**src/rtl/neuron_mac_pkg.sv**
```systemverilog
// neuron_mac_pkg: shared FSM encoding and saturating arithmetic for the neuron MAC.
package neuron_mac_pkg;
  typedef enum logic [1:0] {IDLE = 2'd0, ACCUM = 2'd1, DRAIN = 2'd2, DONE = 2'd3} state_t;
  // Wide enough to hold the exact sum of two operands up to 2*data_width <= 126 bits
  typedef logic signed [127:0] wide_t;
  function automatic wide_t sat_max(int w);
    return (wide_t'(1) <<< (w - 1)) - wide_t'(1);
  endfunction
  function automatic wide_t sat_min(int w);
    return ~sat_max(w);
  endfunction
  function automatic wide_t sat_add(wide_t a, wide_t b, int w);
    wide_t s;
    s = a + b;
    return s > sat_max(w) ? sat_max(w) : s < sat_min(w) ? sat_min(w) : s;
  endfunction
endpackage

```
**src/rtl/neuron_mac_if.sv**
```systemverilog
// neuron_mac_if: parameter-write, activation-in and sum-out handshakes of the neuron MAC.
interface neuron_mac_if #(parameter int data_width = 16, parameter int addr_width = 2);
  logic                          w_wr_en;
  logic [addr_width-1:0]         w_addr;
  logic signed [data_width-1:0]  w_data;
  logic                          bias_wr_en;
  logic signed [2*data_width-1:0] bias_data;
  logic                          in_valid;
  logic                          in_ready;
  logic signed [data_width-1:0]  in_data;
  logic                          sum_valid;
  logic                          sum_ready;
  logic signed [2*data_width-1:0] sum;
  modport master (output w_wr_en, w_addr, w_data, bias_wr_en, bias_data, in_valid, in_data, sum_ready,
                  input in_ready, sum_valid, sum);
  modport slave (input w_wr_en, w_addr, w_data, bias_wr_en, bias_data, in_valid, in_data, sum_ready,
                 output in_ready, sum_valid, sum);
endinterface

```
**src/rtl/neuron_weight_mem.sv**
```systemverilog
// neuron_weight_mem: weight register array with one write port and an asynchronous read port.
module neuron_weight_mem #(
  parameter int data_width = 16,
  parameter int num_inputs = 4,
  parameter int addr_width = $clog2(num_inputs)
) (
  input  logic                         clk,
  input  logic                         wr_en,
  input  logic [addr_width-1:0]        wr_addr,
  input  logic signed [data_width-1:0] wr_data,
  input  logic [addr_width-1:0]        rd_addr,
  output logic signed [data_width-1:0] rd_data
);
  logic signed [data_width-1:0] mem [num_inputs];
  always_ff @(posedge clk)
    if (wr_en && 32'(wr_addr) < num_inputs) mem[wr_addr] <= wr_data;
  assign rd_data = mem[rd_addr];
endmodule

```
**src/rtl/neuron_mac.sv**
```systemverilog
// neuron_mac: streams activations against stored weights and presents the saturated biased sum.
module neuron_mac
  import neuron_mac_pkg::*;
#(
  parameter int data_width = 16,
  parameter int num_inputs = 4,
  parameter int addr_width = $clog2(num_inputs)
) (
  input logic       clk,
  input logic       rst_n,
  neuron_mac_if.slave bus
);
  localparam int sw = 2 * data_width;
  state_t state;
  logic [addr_width-1:0] cnt;
  logic signed [sw-1:0] prod, acc, bias, product, acc_add;
  logic signed [data_width-1:0] wt;
  logic prod_vld, rdy, sum_vld, xfer, last;
  neuron_weight_mem #(.data_width(data_width), .num_inputs(num_inputs), .addr_width(addr_width)) u_mem (
    .clk(clk),
    .wr_en(bus.w_wr_en && state == IDLE),
    .wr_addr(bus.w_addr),
    .wr_data(bus.w_data),
    .rd_addr(cnt),
    .rd_data(wt)
  );
  always_comb begin
    xfer = bus.in_valid && rdy;
    last = cnt == addr_width'(num_inputs - 1);
    product = sw'(bus.in_data) * sw'(wt);
    acc_add = sw'(sat_add(wide_t'(acc), wide_t'(prod), sw));
  end
  assign bus.in_ready = rdy;
  assign bus.sum_valid = sum_vld;
  assign bus.sum = acc;
  always_ff @(posedge clk or negedge rst_n) begin
    if (!rst_n) begin
      state <= IDLE;
      cnt <= '0;
      prod <= '0;
      prod_vld <= 1'b0;
      acc <= '0;
      bias <= '0;
      rdy <= 1'b1;
      sum_vld <= 1'b0;
    end else begin
      case (state)
        IDLE: begin
          acc <= bias;
          if (bus.bias_wr_en) bias <= bus.bias_data;
          if (xfer) begin
            prod <= product;
            prod_vld <= 1'b1;
            cnt <= addr_width'(1);
            state <= ACCUM;
          end
        end
        ACCUM: begin
          // A product registered on the previous edge is folded in exactly once
          if (prod_vld) acc <= acc_add;
          prod_vld <= xfer;
          if (xfer) begin
            prod <= product;
            cnt <= last ? '0 : cnt + 1'b1;
            if (last) begin
              state <= DRAIN;
              rdy <= 1'b0;
            end
          end
        end
        DRAIN: begin
          acc <= acc_add;
          prod_vld <= 1'b0;
          state <= DONE;
          sum_vld <= 1'b1;
        end
        DONE: begin
          if (bus.sum_ready) begin
            state <= IDLE;
            sum_vld <= 1'b0;
            rdy <= 1'b1;
          end
        end
      endcase
    end
  end
endmodule

```
**src/flat_wrapper.sv**
```systemverilog
// flat-port wrapper written by rule: the top's interface ports become plain ports
module neuron_mac_flat import neuron_mac_pkg::*;
#(
  parameter int data_width = 16,
  parameter int num_inputs = 4,
  parameter int addr_width = $clog2(num_inputs)
)
  (clk, rst_n, bus_w_wr_en, bus_w_addr, bus_w_data, bus_bias_wr_en, bus_bias_data, bus_in_valid, bus_in_data, bus_sum_ready, bus_in_ready, bus_sum_valid, bus_sum);
  neuron_mac_if #(.data_width(data_width), .addr_width(addr_width)) bus_i ();
  input logic clk;
  input logic rst_n;
  input wire logic [$bits(bus_i.w_wr_en)-1:0] bus_w_wr_en;
  input wire logic [$bits(bus_i.w_addr)-1:0] bus_w_addr;
  input wire logic [$bits(bus_i.w_data)-1:0] bus_w_data;
  input wire logic [$bits(bus_i.bias_wr_en)-1:0] bus_bias_wr_en;
  input wire logic [$bits(bus_i.bias_data)-1:0] bus_bias_data;
  input wire logic [$bits(bus_i.in_valid)-1:0] bus_in_valid;
  input wire logic [$bits(bus_i.in_data)-1:0] bus_in_data;
  input wire logic [$bits(bus_i.sum_ready)-1:0] bus_sum_ready;
  output wire logic [$bits(bus_i.in_ready)-1:0] bus_in_ready;
  output wire logic [$bits(bus_i.sum_valid)-1:0] bus_sum_valid;
  output wire logic [$bits(bus_i.sum)-1:0] bus_sum;
  assign bus_i.w_wr_en = bus_w_wr_en;
  assign bus_i.w_addr = bus_w_addr;
  assign bus_i.w_data = bus_w_data;
  assign bus_i.bias_wr_en = bus_bias_wr_en;
  assign bus_i.bias_data = bus_bias_data;
  assign bus_i.in_valid = bus_in_valid;
  assign bus_i.in_data = bus_in_data;
  assign bus_i.sum_ready = bus_sum_ready;
  assign bus_in_ready = bus_i.in_ready;
  assign bus_sum_valid = bus_i.sum_valid;
  assign bus_sum = bus_i.sum;
  neuron_mac #(.data_width(data_width), .num_inputs(num_inputs), .addr_width(addr_width)) u_core (.clk(clk), .rst_n(rst_n), .bus(bus_i));
endmodule
```
**config.mk**
```make
export PLATFORM = sky130hd
export DESIGN_NAME = neuron_mac_flat
export DESIGN_NICKNAME = d
export VERILOG_FILES = /design/src/rtl/neuron_mac_pkg.sv /design/src/rtl/neuron_mac_if.sv /design/src/rtl/neuron_weight_mem.sv /design/src/rtl/neuron_mac.sv /design/src/flat_wrapper.sv
export SDC_FILE = /design/constraint.sdc
export NUM_CORES = 1
export LEC_CHECK = 0
export CAP_MARGIN = 10
export CORE_MARGIN = 2
export CORE_UTILIZATION = 41
export CTS_BUF_LIST = sky130_fd_sc_hd__clkbuf_16
export CTS_CLUSTER_DIAMETER = 80
export DETAILED_ROUTE_END_ITERATION = 16
export GPL_TIMING_DRIVEN = 1
export HOLD_SLACK_MARGIN = 0.06
export PLACE_DENSITY = 0.65
export SYNTH_ARGS = -nofsm -noshare
export SYNTH_HDL_FRONTEND = slang
export SYNTH_HIERARCHICAL = 1
export SYNTH_SLANG_ARGS = --single-unit
```
**constraint.sdc**
```tcl
create_clock -name clk -period 17.7 [get_ports clk]
set_clock_uncertainty 0.1 [all_clocks]
set_input_delay 1.77 -clock clk [delete_from_list [all_inputs] [get_ports clk]]
set_output_delay 1.77 -clock clk [all_outputs]
set_load 0.02 [all_outputs]
```
==> summary.md <==
| Metric | Value |
|---|---|
| Total CTS buffers | 17 |
| Worst EP required | roughly 18000 ps |
| Slew headroom | 32.2% |
| Syn Inst Count | 1819 |
| CTS tree | built |
| Die area | 46800 sq um |
| Hold path cells | 2 |
| Arrival @ worst endpoint | 8440 ps |
| Final Critical Period | 8220 ps |
| Worst Setup Path Type | in2reg |
| Drt pass-1 iters | 5 |
| RSZ-0062 raised after global routing | false |
| Setup crit end kind | flip-flop |
| Netlist Area Pre-Place | between 15000 and 20000 sq um |
| Hold_buf cts | 0 |
| Post-synth EDFFs | 64 |
| Hold Fails Final Rpt | 0 |
| Post_cts resized | 0 |
| Post-route ant nets | 0 |
| Syn_area_per_cell | 10.2 sq um |
| HP Class | reg2reg |
| YS warnings | 6 |
| Buffers added on ports | 105 |
| Post-synthesis sequential area ratio | 24.4% |
| Starting Density | about two fifths |
| CORE AREA | 44300 sq um |
| DRC viols | 0 |
| Global-route wire length before repair | roughly 72000 um |
| Root Driver | clkbuf_16 |
| Placed cells | about 2500 |
| Worst-Margin Slew | a little over 1000 ps |
| Finished Layout Cells | between 2000 and 2500 |
| Fmax | 122 MHz |
| Area post-placement | 20100 sq um |
| Number of global-route vias before repair | 14200 |
| Commonest non-fill, non-tap cell in the layout | inv_1 |
| Clock transition at path regs | 70 ps |
| GRT Total Usage | 19.4% |
| WL per Instance | 17.4 um |
| R2R depth | 21 |
| Fin area | 20600 sq um |
| Distinct cells, synth | 76 |
| Post-synthesis register bit count | 167 |
| Clock Latency Late Sink | about 460 ps |
| DR iter-0 viols | about 680 |
| Max Slew Vio Count | 0 |
| DP HPWL | 33700 um |
| Post-CTS setup buffers | 0 |
| Most frequent cells in the layout | inv_1 (326), fa_1 (263), nand2_1 (190), and2_1 (128), ha_1 (120) |
| Top_reg_cell synth | dfrtp_1 |
| Max-Cap Viols | 0 |
| Status | finished, final reports clean |
| Finish-stage setup viols | 0 |
| Final RePlAce weighted congestion | between 0.8 and 0.9 |
| Die Height | 216 um |
| I/O pin count | approximately 110 |
| Synth-to-Final Area Change | 11.7% |
| Fillers | 4182 |
| DR vias/cell | about 5.2 |
| Nets@finish | around 2300 |
| Asr flop ratio synth | 61.7% |
| FP Rows | 77 |
| # diodes | 0 |
| Largest net degree at the start of global routing | 65 |
| Gr ovfl total | 0 |
| Post-synth net total | 2274 |
| Antenna violations before repair | 0 |
| Post-layout util | 46.6% |
| CP max FO | 16 |
| Fin crit share | 46.4% |
| Via Count | 13100 |
| CTS sink cnt | 167 |
| CP startpoint kind | primary input |
| Share of layout cells above drive strength 1 | 7.12% |
| Routed wire length | 43300 um |
| Final TNS setup | 0 ps |
| Die Wd | 216 um |
| Max clock buf depth | 2 |
| H-tree levels | 4 |
Yosys cell counts, types with 8 or more instances:
cell type / count / area (sq um)
inv_1: 324 / 1220
fa_1: 263 / 5270
nand2_1: 190 / 713
and2_1: 128 / 801
ha_1: 120 / 1500
dfrtp_1: 102 / 2550
nor2_1: 101 / 379
edfxtp_1: 64 / 1920
a21oi_1: 59 / 295
clkbuf_1: 49 / 184
o21ai_0: 49 / 245
nand3_1: 40 / 200
xnor2_1: 36 / 315
mux2_2: 34 / 383
a221oi_2: 30 / 450
a21o_1: 25 / 188
xor2_1: 20 / 175
o21bai_1: 11 / 82.6
buf_2: 10 / 50.1
mux4_2: 10 / 225
nand2b_1: 10 / 62.6
nor3_1: 10 / 50.1
a211oi_1: 9 / 67.6
and3_1: 9 / 56.3
nand4_1: 8 / 50.1
or3_1: 8 / 50.1
cell type report:
| class | count | area, sq um | share of cell area, % |
|---|---|---|---|
| timing repair buffer | 114 | 1120 | 5.41 |
| inverter | 324 | 1220 | 5.89 |
| clock inverter | 14 | 144 | 0.697 |
| sequential | 167 | 4500 | 21.8 |
| tap | 592 | 741 | 3.59 |
| clock buffer | 18 | 450 | 2.18 |
| multi-input combinational | 1259 | 12500 | 60.4 |
kinds of logic (layout without fill, tap and decap cells):
group                      after synthesis  in the layout  synth area share [%]
DFF                                    167            167                  24.4
and+or+nand+nor                        526            526                  13.7
muxes                                   50             50                  4.14
buffers and inverters                  393            470                  8.32
adders and majority gates              383            383                  36.6
AOI/OAI and AO/OA                      244            244                  10.2
xor gates and xnor gates                56             56                  2.65
worst max-delay path, stage by stage:
cell and delay, ps:
clkdlybuf4s50_1 680, nand2_1 250, inv_1 120, fa_1 740
fa_1 500, fa_1 540, fa_1 460, fa_1 560
inv_1 60, fa_1 530, inv_1 40, ha_1 370
a41o_1 260, a21oi_1 210, nand2_1 60, or3_1 390
a311oi_2 330, o211ai_1 160, a31oi_2 200, xnor2_1 140
o21ai_1 70
layer usage:
metal,vias up,routed length [um],part of all wire [%],track usage (%)
li1,6022,-,-,-
met3,62,1420,3.3,2.64
met2,237,22900,53,34.8
met1,6738,18000,42,24.1
met5,-,0,0,0
met4,0,1020,2.4,6.19
stage by stage:
stage	worst slack (ps)	hold WS (ps)
final	9480	393
after global routing	9100	421
after CTS	9490	399
after detailed placement	9010	382
after global placement	9100	375
after floorplan	10120	343
state kept, by name (all words and copies together), names as in the netlist:
| name | cells |
|---|---|
| u_core/bus.in_ready | 1 |
| u_core/bias | 32 |
| u_core/prod_vld | 1 |
| u_core/u_mem/mem | 64 |
| u_core/bus.sum | 32 |
| u_core/bus.sum_valid | 1 |
| u_core/state | 2 |
| u_core/prod | 32 |
| u_core/cnt | 2 |
final timing paths:
check,to,from,slack (ps)
min in group asynchronous,u_core/bus.sum_valid,rst_n,1200
min reg2reg,u_core/prod[25],u_core/prod[25],390
min,u_core/prod[25],u_core/prod[25],390
max in group asynchronous,u_core/bus.sum[26],rst_n,15090
max,u_core/prod[31],bus_in_data[15],9480
max reg2reg,u_core/prod[31],u_core/cnt[1],9720
Power is left out: the tool's default activity adds up to more than one toggle a clock period on the data nets, which glitch-free logic cannot reach.
